## src/rtl/led_trail_pwm_if.sv

```systemverilog
// Connects the position counter to the LED trail renderer: the one-hot
// position pattern goes in, the LED drive and frame marker come out.
interface led_trail_pwm_if;
  logic [7:0] pos;
  logic [7:0] led;
  logic       frame_start;

  modport master (output pos, input led, frame_start);
  modport slave  (input pos, output led, frame_start);
endinterface

```

## src/rtl/led_trail_pwm.sv

```systemverilog
// Comet-tail LED renderer: lit positions snap to full brightness, then fade stepwise under PWM.
// Optional build macro LED_TRAIL_GAMMA_EN selects a square-law brightness curve.
module led_trail_pwm #(
  parameter int PWM_BITS  = 4,
  parameter int DECAY_DIV = 16
) (
  input logic            clk,
  input logic            reset,
  led_trail_pwm_if.slave bus
);
  localparam int DIV_W = (DECAY_DIV > 1) ? $clog2(DECAY_DIV) : 1;
  localparam logic [PWM_BITS-1:0] MAX      = {PWM_BITS{1'b1}};
  localparam logic [DIV_W-1:0]    DIV_LAST = DIV_W'(DECAY_DIV - 1);

  logic [PWM_BITS-1:0] pwm_cnt;
  logic [DIV_W-1:0]    div_cnt;
  logic [PWM_BITS-1:0] level [8];
  logic [7:0]          led_p1;
  logic                frame_start_p1;
  logic                decay_tick;
  logic [7:0]          led_next;

  function automatic logic [PWM_BITS-1:0] eff_of(input logic [PWM_BITS-1:0] lvl);
`ifdef LED_TRAIL_GAMMA_EN
    logic [2*PWM_BITS-1:0] sq;
    sq = {{PWM_BITS{1'b0}}, lvl} * {{PWM_BITS{1'b0}}, lvl};
    return sq[2*PWM_BITS-1:PWM_BITS];
`else
    return lvl;
`endif
  endfunction

  assign decay_tick = (div_cnt == DIV_LAST);

  // Full level bypasses the comparator so MAX is steady-on rather than MAX/2^N duty.
  always_comb begin
    led_next = '0;
    for (int i = 0; i < 8; i++) begin
      led_next[i] = (level[i] == MAX) || (pwm_cnt < eff_of(level[i]));
    end
  end

  // p1: level/counter state and the registered LED drive
  always_ff @(posedge clk or posedge reset) begin
    if (reset) begin
      pwm_cnt        <= '0;
      div_cnt        <= '0;
      led_p1         <= '0;
      frame_start_p1 <= 1'b0;
      for (int i = 0; i < 8; i++) begin
        level[i] <= '0;
      end
    end else begin
      pwm_cnt        <= pwm_cnt + 1'b1;
      div_cnt        <= decay_tick ? '0 : div_cnt + 1'b1;
      led_p1         <= led_next;
      frame_start_p1 <= (pwm_cnt == '0);
      for (int i = 0; i < 8; i++) begin
        if (bus.pos[i]) begin
          level[i] <= MAX;
        end else if (decay_tick && (level[i] != '0)) begin
          level[i] <= level[i] - 1'b1;
        end
      end
    end
  end

  assign bus.led         = led_p1;
  assign bus.frame_start = frame_start_p1;
endmodule

```

## src/flat_wrapper.sv

```systemverilog
// flat-port wrapper written by rule: the top's interface ports become plain ports
module led_trail_pwm_flat 
#(
  parameter int PWM_BITS  = 4,
  parameter int DECAY_DIV = 16
)
  (clk, reset, bus_pos, bus_led, bus_frame_start);
  led_trail_pwm_if bus_i ();
  input logic clk;
  input logic reset;
  input wire logic [$bits(bus_i.pos)-1:0] bus_pos;
  output wire logic [$bits(bus_i.led)-1:0] bus_led;
  output wire logic [$bits(bus_i.frame_start)-1:0] bus_frame_start;
  assign bus_i.pos = bus_pos;
  assign bus_led = bus_i.led;
  assign bus_frame_start = bus_i.frame_start;
  led_trail_pwm #(.PWM_BITS(PWM_BITS), .DECAY_DIV(DECAY_DIV)) u_core (.clk(clk), .reset(reset), .bus(bus_i));
endmodule
```

## config.mk

```make
export PLATFORM = sky130hd
export DESIGN_NAME = led_trail_pwm_flat
export DESIGN_NICKNAME = d
export VERILOG_FILES = /design/src/rtl/led_trail_pwm_if.sv /design/src/rtl/led_trail_pwm.sv /design/src/flat_wrapper.sv
export SDC_FILE = /design/constraint.sdc
export NUM_CORES = 1
export LEC_CHECK = 0
export CORE_UTILIZATION = 40
export CTS_CLUSTER_DIAMETER = 80
export CTS_CLUSTER_SIZE = 16
export DETAILED_ROUTE_END_ITERATION = 12
export DONT_BUFFER_PORTS = 1
export MAX_ROUTING_LAYER = met4
export PLACE_DENSITY = 0.67
export REMOVE_ABC_BUFFERS = 1
export SLEW_MARGIN = 25
export SYNTH_ARGS = -nofsm -noshare
export SYNTH_HDL_FRONTEND = slang
export SYNTH_SLANG_ARGS = --single-unit
```

## constraint.sdc

```tcl
create_clock -name clk -period 1.63 [get_ports clk]
set_input_delay 0.326 -clock clk [delete_from_list [all_inputs] [get_ports clk]]
set_output_delay 0.326 -clock clk [all_outputs]
set_load 0.02 [all_outputs]
```

==> run summary, run 1 <==
Share of layout cells above drive strength 1 -> 8.67%
Adder-cell area share of the yosys netlist -> 18.4%
Unique masters post-synth -> 25
Hold Vio Cnt, Final -> 0
Post-synth EDFFs -> 0
GR Util All Layers -> 17.2%
Max-slew violations -> 0
RSZ-0062 raised after global routing -> false
Max clock buf depth -> 2
Worst path buffer plus inverter count -> 0
Ports -> 19
# diodes -> 0
Area grow syn2layout -> 9.25%
Tmin final -> 1.55 ns
DRC -> 0
Total wire length -> 5.70 mm
Top_reg_cell synth -> dfrtp_1
Critical Path Start Type -> flop
CTS Sinks -> 49
Layout Nets -> 353
H-tree depth -> 2
Buffers on Ports -> 0
Async S/R FF share, synth -> 100%
Per-cell routed wire length -> 14.4 µm
Dpl cells -> 386
Post-Syn Instances -> 289
Yosys reg bits -> 49
Fin Hold WS -> 0.115 ns
Status -> completed
First-pass GRT wire length -> 9.69 mm
Vias per inst -> 5.26
Largest net degree at the start of global routing -> 36
Synth cell count leaders -> dfrtp_1 (49), ha_1 (43), inv_1 (36)
Die W -> 87.5 µm
DRT iter0 DRCs -> 80
Synth area leaders -> dfrtp_1 (42%), ha_1 (18%), inv_1 (4.6%)
Root buffer cell -> clkbuf_8
Post-Synth XOR/XNOR Area -> 3.30%
Vias in the first global route -> 2055
Initial antenna violation count -> 0
Mapped Area -> 2920 µm²
Crit path capture type -> flop
Number of max-cap violations -> 0
Grt ovf -> 0
Arr. time, crit path -> 1.78 ns
Ys Warns -> 0
Vias -> 2081
CP max FO -> 8
Fraction of the yosys area taken by sequential cells -> 42.0%
CTS buffer count -> 5
Leak pwr -> 1.55 nW
Slowest stage delay, CP -> 0.41 ns
Worst Max-Slew Pin Slew -> 0.582 ns
Simple-gate share of the synthesized area -> 14.9%
TritonRoute pass-1 iters -> 4
Main combinational cell family by area after synthesis -> adder cells
Slew margin rel. -> 61.2%
Chip height -> 87.5 µm
Setup TNS -> 0 ns
Leading area contributor after synthesis -> dfrtp_1
Finish-stage setup viols -> 0
Power Dens Cells -> 639 nW/µm²
Remaining antenna violation count -> 0
Critical path class -> flop to flop
FILL cells -> 669
Post-synthesis mux area share -> 0%
Post-route clock period utilization -> 95.0%
Post-synthesis compound-gate area fraction -> 16.2%
Core Box Area -> 6910 µm²
DP HPWL -> 3.87 mm
Syn_area_per_cell -> 10.1 µm²
Most frequent cell after synthesis -> dfrtp_1
Peak supply drop -> 0.280 mV
CP max-delay cell -> dfrtp_1
CTS tree -> yes
Fin cells -> 396
Crit path required time -> 1.87 ns
Setup Skew -> 0.00842 ns
Rows -> 30
Critical path, cell by cell -> ha_4, nand3_4, a31o_2, or3_1, nand3b_1
Worst skew pair latency -> 0.30 ns
Initial core utilization -> 42.3%
Post-place instance area -> 3060 µm²
Hold/Removal Path Class -> primary input to flop
RD Place Congestion -> 0.843
Clock slew at reported path FFs -> 0.09 ns
Final instance area -> 3190 µm²
Top cell type's share of synthesized area -> 42.0%
Fmax -> 0.646 GHz
Die area -> 7650 µm²
Worst path top cell family by delay -> simple AND/OR/NAND/NOR gates
sequential cells by signal (all words and copies together) (netlist names):
register,flops
u_core.bus.led,8
u_core.bus.frame_start,1
u_core.pwm_cnt,4
u_core.div_cnt,4
u_core.level,32
cell type report:
class / instances / area [µm²] / area share [%]
flip-flops and latches: 49 / 1230 / 38.5
well taps: 96 / 120 / 3.76
inverters: 36 / 135 / 4.23
repair buffers: 5 / 52.6 / 1.65
multi-input cells: 203 / 1570 / 49.2
clock buffers: 7 / 86.3 / 2.70
cells by family after synthesis:
kind of cell,Yosys count
compound gates,67
buf+inv,38
simple gates,81
fa+ha+maj,43
flops,49
xor+xnor,11
worst reg2reg max path, stage by stage (launching register included):
cell	delay, ns
dfrtp_1	0.41
ha_4	0.19
nand3_4	0.15
a31o_2	0.30
or3_1	0.35
nand3b_1	0.09
layer usage:
metal,GRT usage (%),vias up,routed length (µm)
met1,21.9,1026,2650
met5,-,-,0
li1,-,1030,-
met3,3.51,5,139
met4,4.92,0,41
met2,27.7,20,2870
placed cells by master (no fill, tap or decap), types with 8 or more instances in the layout:
cell,count
o21ai_0,26
a21boi_0,8
nand3b_1,8
dfrtp_1,48
xnor2_1,9
nand3_1,21
nand2b_1,8
ha_1,42
inv_1,35
a211o_1,11
a21o_1,8
nor2_1,20
or3_1,11
worst paths after layout:
| kind | start | endpoint | slack [ns] | cells after the start |
|---|---|---|---|---|
| worst max register to register | u_core.div_cnt[1] | u_core.level[15] | 0.08 | 5 |
| max in group asynchronous | reset | u_core.pwm_cnt[1] | 0.67 | 3 |
| worst min-delay path | bus_pos[6] | u_core.level[6] | 0.12 | 1 |
| worst max-delay path | u_core.div_cnt[1] | u_core.level[15] | 0.08 | 5 |
| worst min register to register | u_core.level[25] | u_core.level[25] | 0.53 | 1 |
| min in group asynchronous | reset | u_core.bus.led[5] | 0.43 | 2 |
stage by stage:
step / total power [W] / setup WS (ns) / utilization, %
CTS: 0.00207 / 0.0217 / 46.0
floorplan: 0.00131 / 0.111 / -
finish: 0.00204 / 0.0814 / 46.2
global placement: 0.00133 / 0.0711 / 44.3
detailed placement: 0.00134 / -0.0177 / 44.3
global route: 0.00213 / 0.00552 / 46.2
report_power, final:
part	switching (W)	internal, W
Sequential	0.00000812	0.00122
Clock	0.000389	0.000338
Combinational	0.0000476	0.0000317
timing repair:
| item | CTS | global route |
|---|---|---|
| buffers inserted | 1 | 0 |
| hold endpoints to repair | 14 | 0 |
| gates cloned | 1 | 0 |
| gates resized for setup | 1 | 3 |
| pin swaps | 1 | 0 |
| hold buffers | 1 | 0 |
| endpoints found under the setup margin | 8 | 11 |
Power figures use the tool's default switching activity.
==> run 2, diff against run 1 <==
- CORE_UTILIZATION: 40 -> 57
- PLACE_DENSITY: 0.67 -> 0.86
==> run 2 against run 1 <==
  * Combinational power about the same
  * Utilization up 21 points
  * Clock power up 23%
  * Register-to-register slack worse by 0.08 ns
  * The run now ends with setup timing left
  * Die area down 29%
  * Highest routed layer unchanged
  * Sequential share of layout area down 0.51 points
==> run summary, run 2 (synthesized netlist as in run 1, its figures left out) <==
Chip height -> 73.6 µm
Post-route clock period utilization -> 100%
Final core utilization -> 67.1%
Crit path capture type -> flop
Commonest non-fill, non-tap cell in the layout -> dfrtp_1
H-tree depth -> 2
Sequential power share -> 55.8%
Critical path, cell by cell -> ha_4, and3_2, nand3_1, nor2_1, or3_1
Initial antenna violation count -> 0
Ports -> 19
DRT iter0 DRCs -> 79
Total wire length -> 5.93 mm
Power Dens Cells -> 682 nW/µm²
RD Place Congestion -> 0.844
Total power -> 0.00221 W
First-pass GRT wire length -> 9.61 mm
Hold Vio Cnt, Final -> 0
Comb pwr share -> 3.6%
# diodes -> 0
Status -> complete, but fails checks
CP max-delay cell -> dfrtp_1
Per-cell routed wire length -> 15.9 µm
DP HPWL -> 3.96 mm
Root buffer cell -> clkbuf_8
CTS tree -> yes
Fmax -> 0.613 GHz
Sw power -> 0.000450 W
Number of max-cap violations -> 0
Layout Nets -> 357
Vias -> 2167
Biggest register -> u_core.level
Worst path top cell family by delay -> simple AND/OR/NAND/NOR gates
Worst Max-Slew Pin Slew -> 0.556 ns
Tmin final -> 1.63 ns
Setup Skew -> 0.00300 ns
Slew margin rel. -> 62.9%
Critical path class -> flop to flop
Peak supply drop -> 0.359 mV
Clock slew at reported path FFs -> 0.08 ns
Failing checks -> setup timing
TritonRoute pass-1 iters -> 4
Critical Path Start Type -> flop
Area grow syn2layout -> 10.7%
Max clock buf depth -> 2
Initial core utilization -> 60.6%
Hold/Removal Path Class -> primary input to flop
Dpl cells -> 356
CTS buffer count -> 5
Finish-stage setup viols -> 1
CP max FO -> 12
Die W -> 73.6 µm
Crit path required time -> 1.82 ns
Commonest cells after routing, fill and taps aside -> dfrtp_1 (48), ha_1 (42), inv_1 (35)
Share of layout cells above drive strength 1 -> 10.5%
Worst skew pair latency -> 0.31 ns
CTS Sinks -> 49
Vias in the first global route -> 2130
Final instance area -> 3230 µm²
Post-place instance area -> 3020 µm²
Pint -> 0.00176 W
Switch share -> 20.4%
Fin Hold WS -> 0.113 ns
Largest net degree at the start of global routing -> 50
Vias per inst -> 5.83
Max-slew violations -> 0
Leak pwr -> 1.59 nW
Remaining antenna violation count -> 0
DRC -> 0
Reg2reg setup slack -> -0.0009 ns
FILL cells -> 382
RSZ-0062 raised after global routing -> true
Slowest stage delay, CP -> 0.44 ns
Clk pwr share -> 40.6%
Rows -> 25
Buffers on Ports -> 0
Worst path buffer plus inverter count -> 0
Core Box Area -> 4820 µm²
Arr. time, crit path -> 1.82 ns
Max reg flops -> 32
Fin cells -> 372
Die area -> 5420 µm²
Final worst setup slack -> -0.000858 ns
Grt ovf -> 0
GR Util All Layers -> 24.8%
[run 2: cell count changes in the layout (fill, tap and decap cells not counted), sizes merged]
cell	before	now
buf	4	8
bufinv	0	1
[run 2: cell type report]
type / instances / area (µm²) / area share, %
multi-input combinational: 203 / 1590 / 49.1
inverter: 36 / 135 / 4.18
tap: 67 / 83.8 / 2.59
clock inverter: 1 / 30.0 / 0.928
clock buffer: 7 / 86.3 / 2.67
sequential: 49 / 1230 / 37.9
timing repair buffer: 9 / 82.6 / 2.55
[run 2: path summary, 6_finish.rpt]
path / start / to / cells past startpoint
min in group asynchronous: reset / u_core.level[10] / 3
setup / recovery: u_core.div_cnt[1] / u_core.level[26] / 5
hold / removal: bus_pos[3] / u_core.level[18] / 1
hold reg to reg: u_core.level[21] / u_core.level[21] / 1
max in group asynchronous: reset / u_core.pwm_cnt[1] / 3
setup reg to reg: u_core.div_cnt[1] / u_core.level[26] / 5
[run 2: timing repair]
item                                   in CTS  in global routing
pin swaps                                   0                  2
setup endpoints to repair                  22                 11
setup buffers                               0                  6
endpoints found under the hold margin      49                  0
gates resized for setup                     2                  4
hold buffers                                1                  0
cloned                                      1                  0
[run 2: power groups by stage]
stage          clock network (W)  logic (W)  registers [W]
2_1_floorplan                  0  0.0000583        0.00125
3_3_place_gp                   0  0.0000761        0.00126
3_5_place_dp                   0  0.0000784        0.00126
4_1_cts                 0.000915  0.0000811        0.00123
5_1_grt                 0.000966  0.0000904        0.00123
6_report                0.000896  0.0000791        0.00123
[run 2: metal layers]
layer,global-route usage (%),up-vias,wire [µm]
met5,-,-,0
met4,9.40,0,76
met3,5.62,7,316
met2,42.5,43,3040
met1,28.2,1080,2500
li1,-,1037,-
[run 2: per-stage QoR]
stage	setup WS, ns	setup TNS (ns)
2_1_floorplan	0.111	0
3_3_place_gp	0.0322	0
3_5_place_dp	-0.0967	-0.615
4_1_cts	0.00326	0
5_1_grt	-0.0430	-0.254
6_report	-0.000858	-0.000858
==> run 3, diff against run 2 <==
==> constraint.sdc (replaced) <==
create_clock -name clk -period 1.63 [get_ports clk]
set_input_delay 0.326 -clock clk [delete_from_list [all_inputs] [get_ports clk]]
set_output_delay 0.326 -clock clk [all_outputs]
set_load 0.005 [all_outputs]
==> results of run 3 <==
Same layout as run 2: the final DEF is identical, and so are final timing and power.
==> patch (settings of run 3) <==
`DECAY_DIV` is set to 16 in 2 places; all go to 8.
--- a/src/rtl/led_trail_pwm.sv
+++ b/src/rtl/led_trail_pwm.sv
@@ -2,7 +2,7 @@
 // Optional build macro LED_TRAIL_GAMMA_EN selects a square-law brightness curve.
 module led_trail_pwm #(
   parameter int PWM_BITS  = 4,
-  parameter int DECAY_DIV = 16
+  parameter int DECAY_DIV = 8
 ) (
   input logic            clk,
   input logic            reset,
--- a/src/flat_wrapper.sv
+++ b/src/flat_wrapper.sv
@@ -2,7 +2,7 @@
 module led_trail_pwm_flat 
 #(
   parameter int PWM_BITS  = 4,
-  parameter int DECAY_DIV = 16
+  parameter int DECAY_DIV = 8
 )
   (clk, reset, bus_pos, bus_led, bus_frame_start);
   led_trail_pwm_if bus_i ();
Check against the original RTL: same outputs for any inputs over 10 cycles, from zero or initial values and one cycle with reset high; that may be too few to reach the edited logic, so the function may still have changed.
==> patch against run 3 <==
  * The run still ends with setup timing left
  * Routed wire length is 2.9% higher
  * Area after synthesis is the same
  * Die area is the same
  * Power is 7.5% lower
  * Sequential cell count shrank 1
  * Final area rose by 2.9%
  * First-iteration DRC count is 72% higher
  * Setup slack got worse by 0.13 ns
  * Largest cell class unchanged
  * Largest power group unchanged
==> patch: results <==
set metrics [dict create \
    grt_pass1_wl_mm 10.36 \
    yosys.cell_types.count 22 \
    max_stage_delay_ns 0.49 \
    reg2reg_from "u_core.div_cnt[0]" \
    relSlewSlack 0.6890 \
    whs_ns 0.1116 \
    critPathArrivalTime_ns 1.95 \
    setup_viol 8 \
    antenna_found_initial 0 \
    irDropWorstVdd_mv 0.5218 \
    clock_skew_ns 0.006215 \
    wl_per_cell_um 15.90 \
    wl_met1_mm 2.641 \
    violations "setup timing" \
    status "finished, violations left" \
    drt-vias-per-instance 5.799 \
    grtUsageTotal 0.2619 \
    cpMaxStageDelayCell "or4b_4" \
    dr_wl_met2_mm 3.077 \
    cellLeakagePower_nw 1.617 \
    regToRegEndpoint "u_core.level[7]" \
    drive_above_1_share 0.1388 \
    num-nets-final 370 \
    grt_pass1_vias 2322 \
    yosysSeqAreaShare 0.4111 \
    dr_wl_met3_um 226 \
    gp_congestion 0.8326 \
    synthTopCellsByArea "dfrtp_1, ha_1, inv_1" \
    cpLargestDelayFamily "simple AND/OR/NAND/NOR gates" \
    reg2reg_depth 5 \
    cts_root_buf "clkbuf_8" \
    fin_setup_tns_ns -0.5320 \
    ant_nets 0 \
    p_int_w 0.001586 \
    grt_max_degree 33 \
    setup_ws_ns -0.1330 \
    crit_path_max_fanout 7 \
    clkLatencyLatePin_ns 0.31 \
    dp_hpwl_mm 4.128 \
    drt_pass1_iterations 4 \
    yosys-top-cells-count "dfrtp_1, ha_1, inv_1" \
    drt_iter0_drc 136 \
]
-- patch: changes by cell type in the layout (fill, tap and decap cells not counted), moves of 9 or more --
cell     change
nor3_1      +13
nand3_1     -12
or3_1       -10
buf_4        +9
nor3b_1      +9
-- patch: cells by family (layout without fill, tap and decap cells) --
| kind of cell | Yosys count | in the layout | synth area share |
|---|---|---|---|
| flip-flops | 48 | 48 | 0.4111 |
| buffers and inverters | 44 | 67 | 0.05910 |
| AND/OR/NAND/NOR | 95 | 95 | 0.1850 |
| multiplexers | 8 | 8 | 0.02741 |
| XOR/XNOR | 2 | 2 | 0.005997 |
| adder cells (fa/ha/maj) | 44 | 44 | 0.1884 |
| AO/OA/AOI/OAI | 53 | 53 | 0.1229 |
-- patch: cell type report --
| class | instances | area, um^2 |
|---|---|---|
| flip-flops and latches | 48 | 1201 |
| repair buffers | 20 | 172.7 |
| multi-input cells | 202 | 1635 |
| clock buffers | 8 | 90.09 |
| inverters | 39 | 146.4 |
| well taps | 67 | 83.83 |
| fillers | 371 | 1488 |
-- patch: metal layers --
| layer | vias up | track usage |
|---|---|---|
| li1 | 1088 | - |
| met1 | 1081 | 0.3072 |
| met2 | 44 | 0.4383 |
| met3 | 14 | 0.06036 |
| met4 | 0 | 0.09615 |
| met5 | - | - |
-- patch: power groups by stage --
| stage | clock, W | combinational [W] | sequential, W |
|---|---|---|---|
| finish | 0.000741 | 0.0000911 | 0.00121 |
| global route | 0.000806 | 0.000108 | 0.00121 |
| CTS | 0.000755 | 0.0000923 | 0.00121 |
| detailed placement | 0 | 0.0000893 | 0.00123 |
| global placement | 0 | 0.0000859 | 0.00123 |
| floorplan | 0 | 0.0000543 | 0.00123 |
-- patch: stage by stage --
step	cell area [um^2]	util	setup slack, ns	std cells
2_1_floorplan	2895	-	-0.1407	289
3_3_place_gp	3119	0.6475	-0.07293	373
3_5_place_dp	3119	0.6475	-0.1216	373
4_1_cts	3278	0.6805	-0.09746	383
5_1_grt	3329	0.6912	-0.1710	384
6_report	3329	0.6912	-0.1330	384
-- patch: repair_timing --
| action | 4_1_cts | 5_1_grt |
|---|---|---|
| pin swaps | 5 | 2 |
| endpoints found under the hold margin | 16 | 0 |
| hold buffers | 1 | 0 |
| resized for setup | 12 | 13 |
| endpoints found under the setup margin | 9 | 17 |
| buffers inserted | 1 | 1 |
-- patch: how the worst min path moves through the flow --
stage                            from                end  depth (start not counted)
finish                     bus_pos[7]    u_core.level[3]                          1
floorplan           u_core.div_cnt[0]  u_core.div_cnt[0]                          1
CTS                        bus_pos[7]    u_core.level[3]                          1
global route               bus_pos[7]    u_core.level[3]                          1
global placement                reset   u_core.level[17]                          1
detailed placement              reset   u_core.level[17]                          1
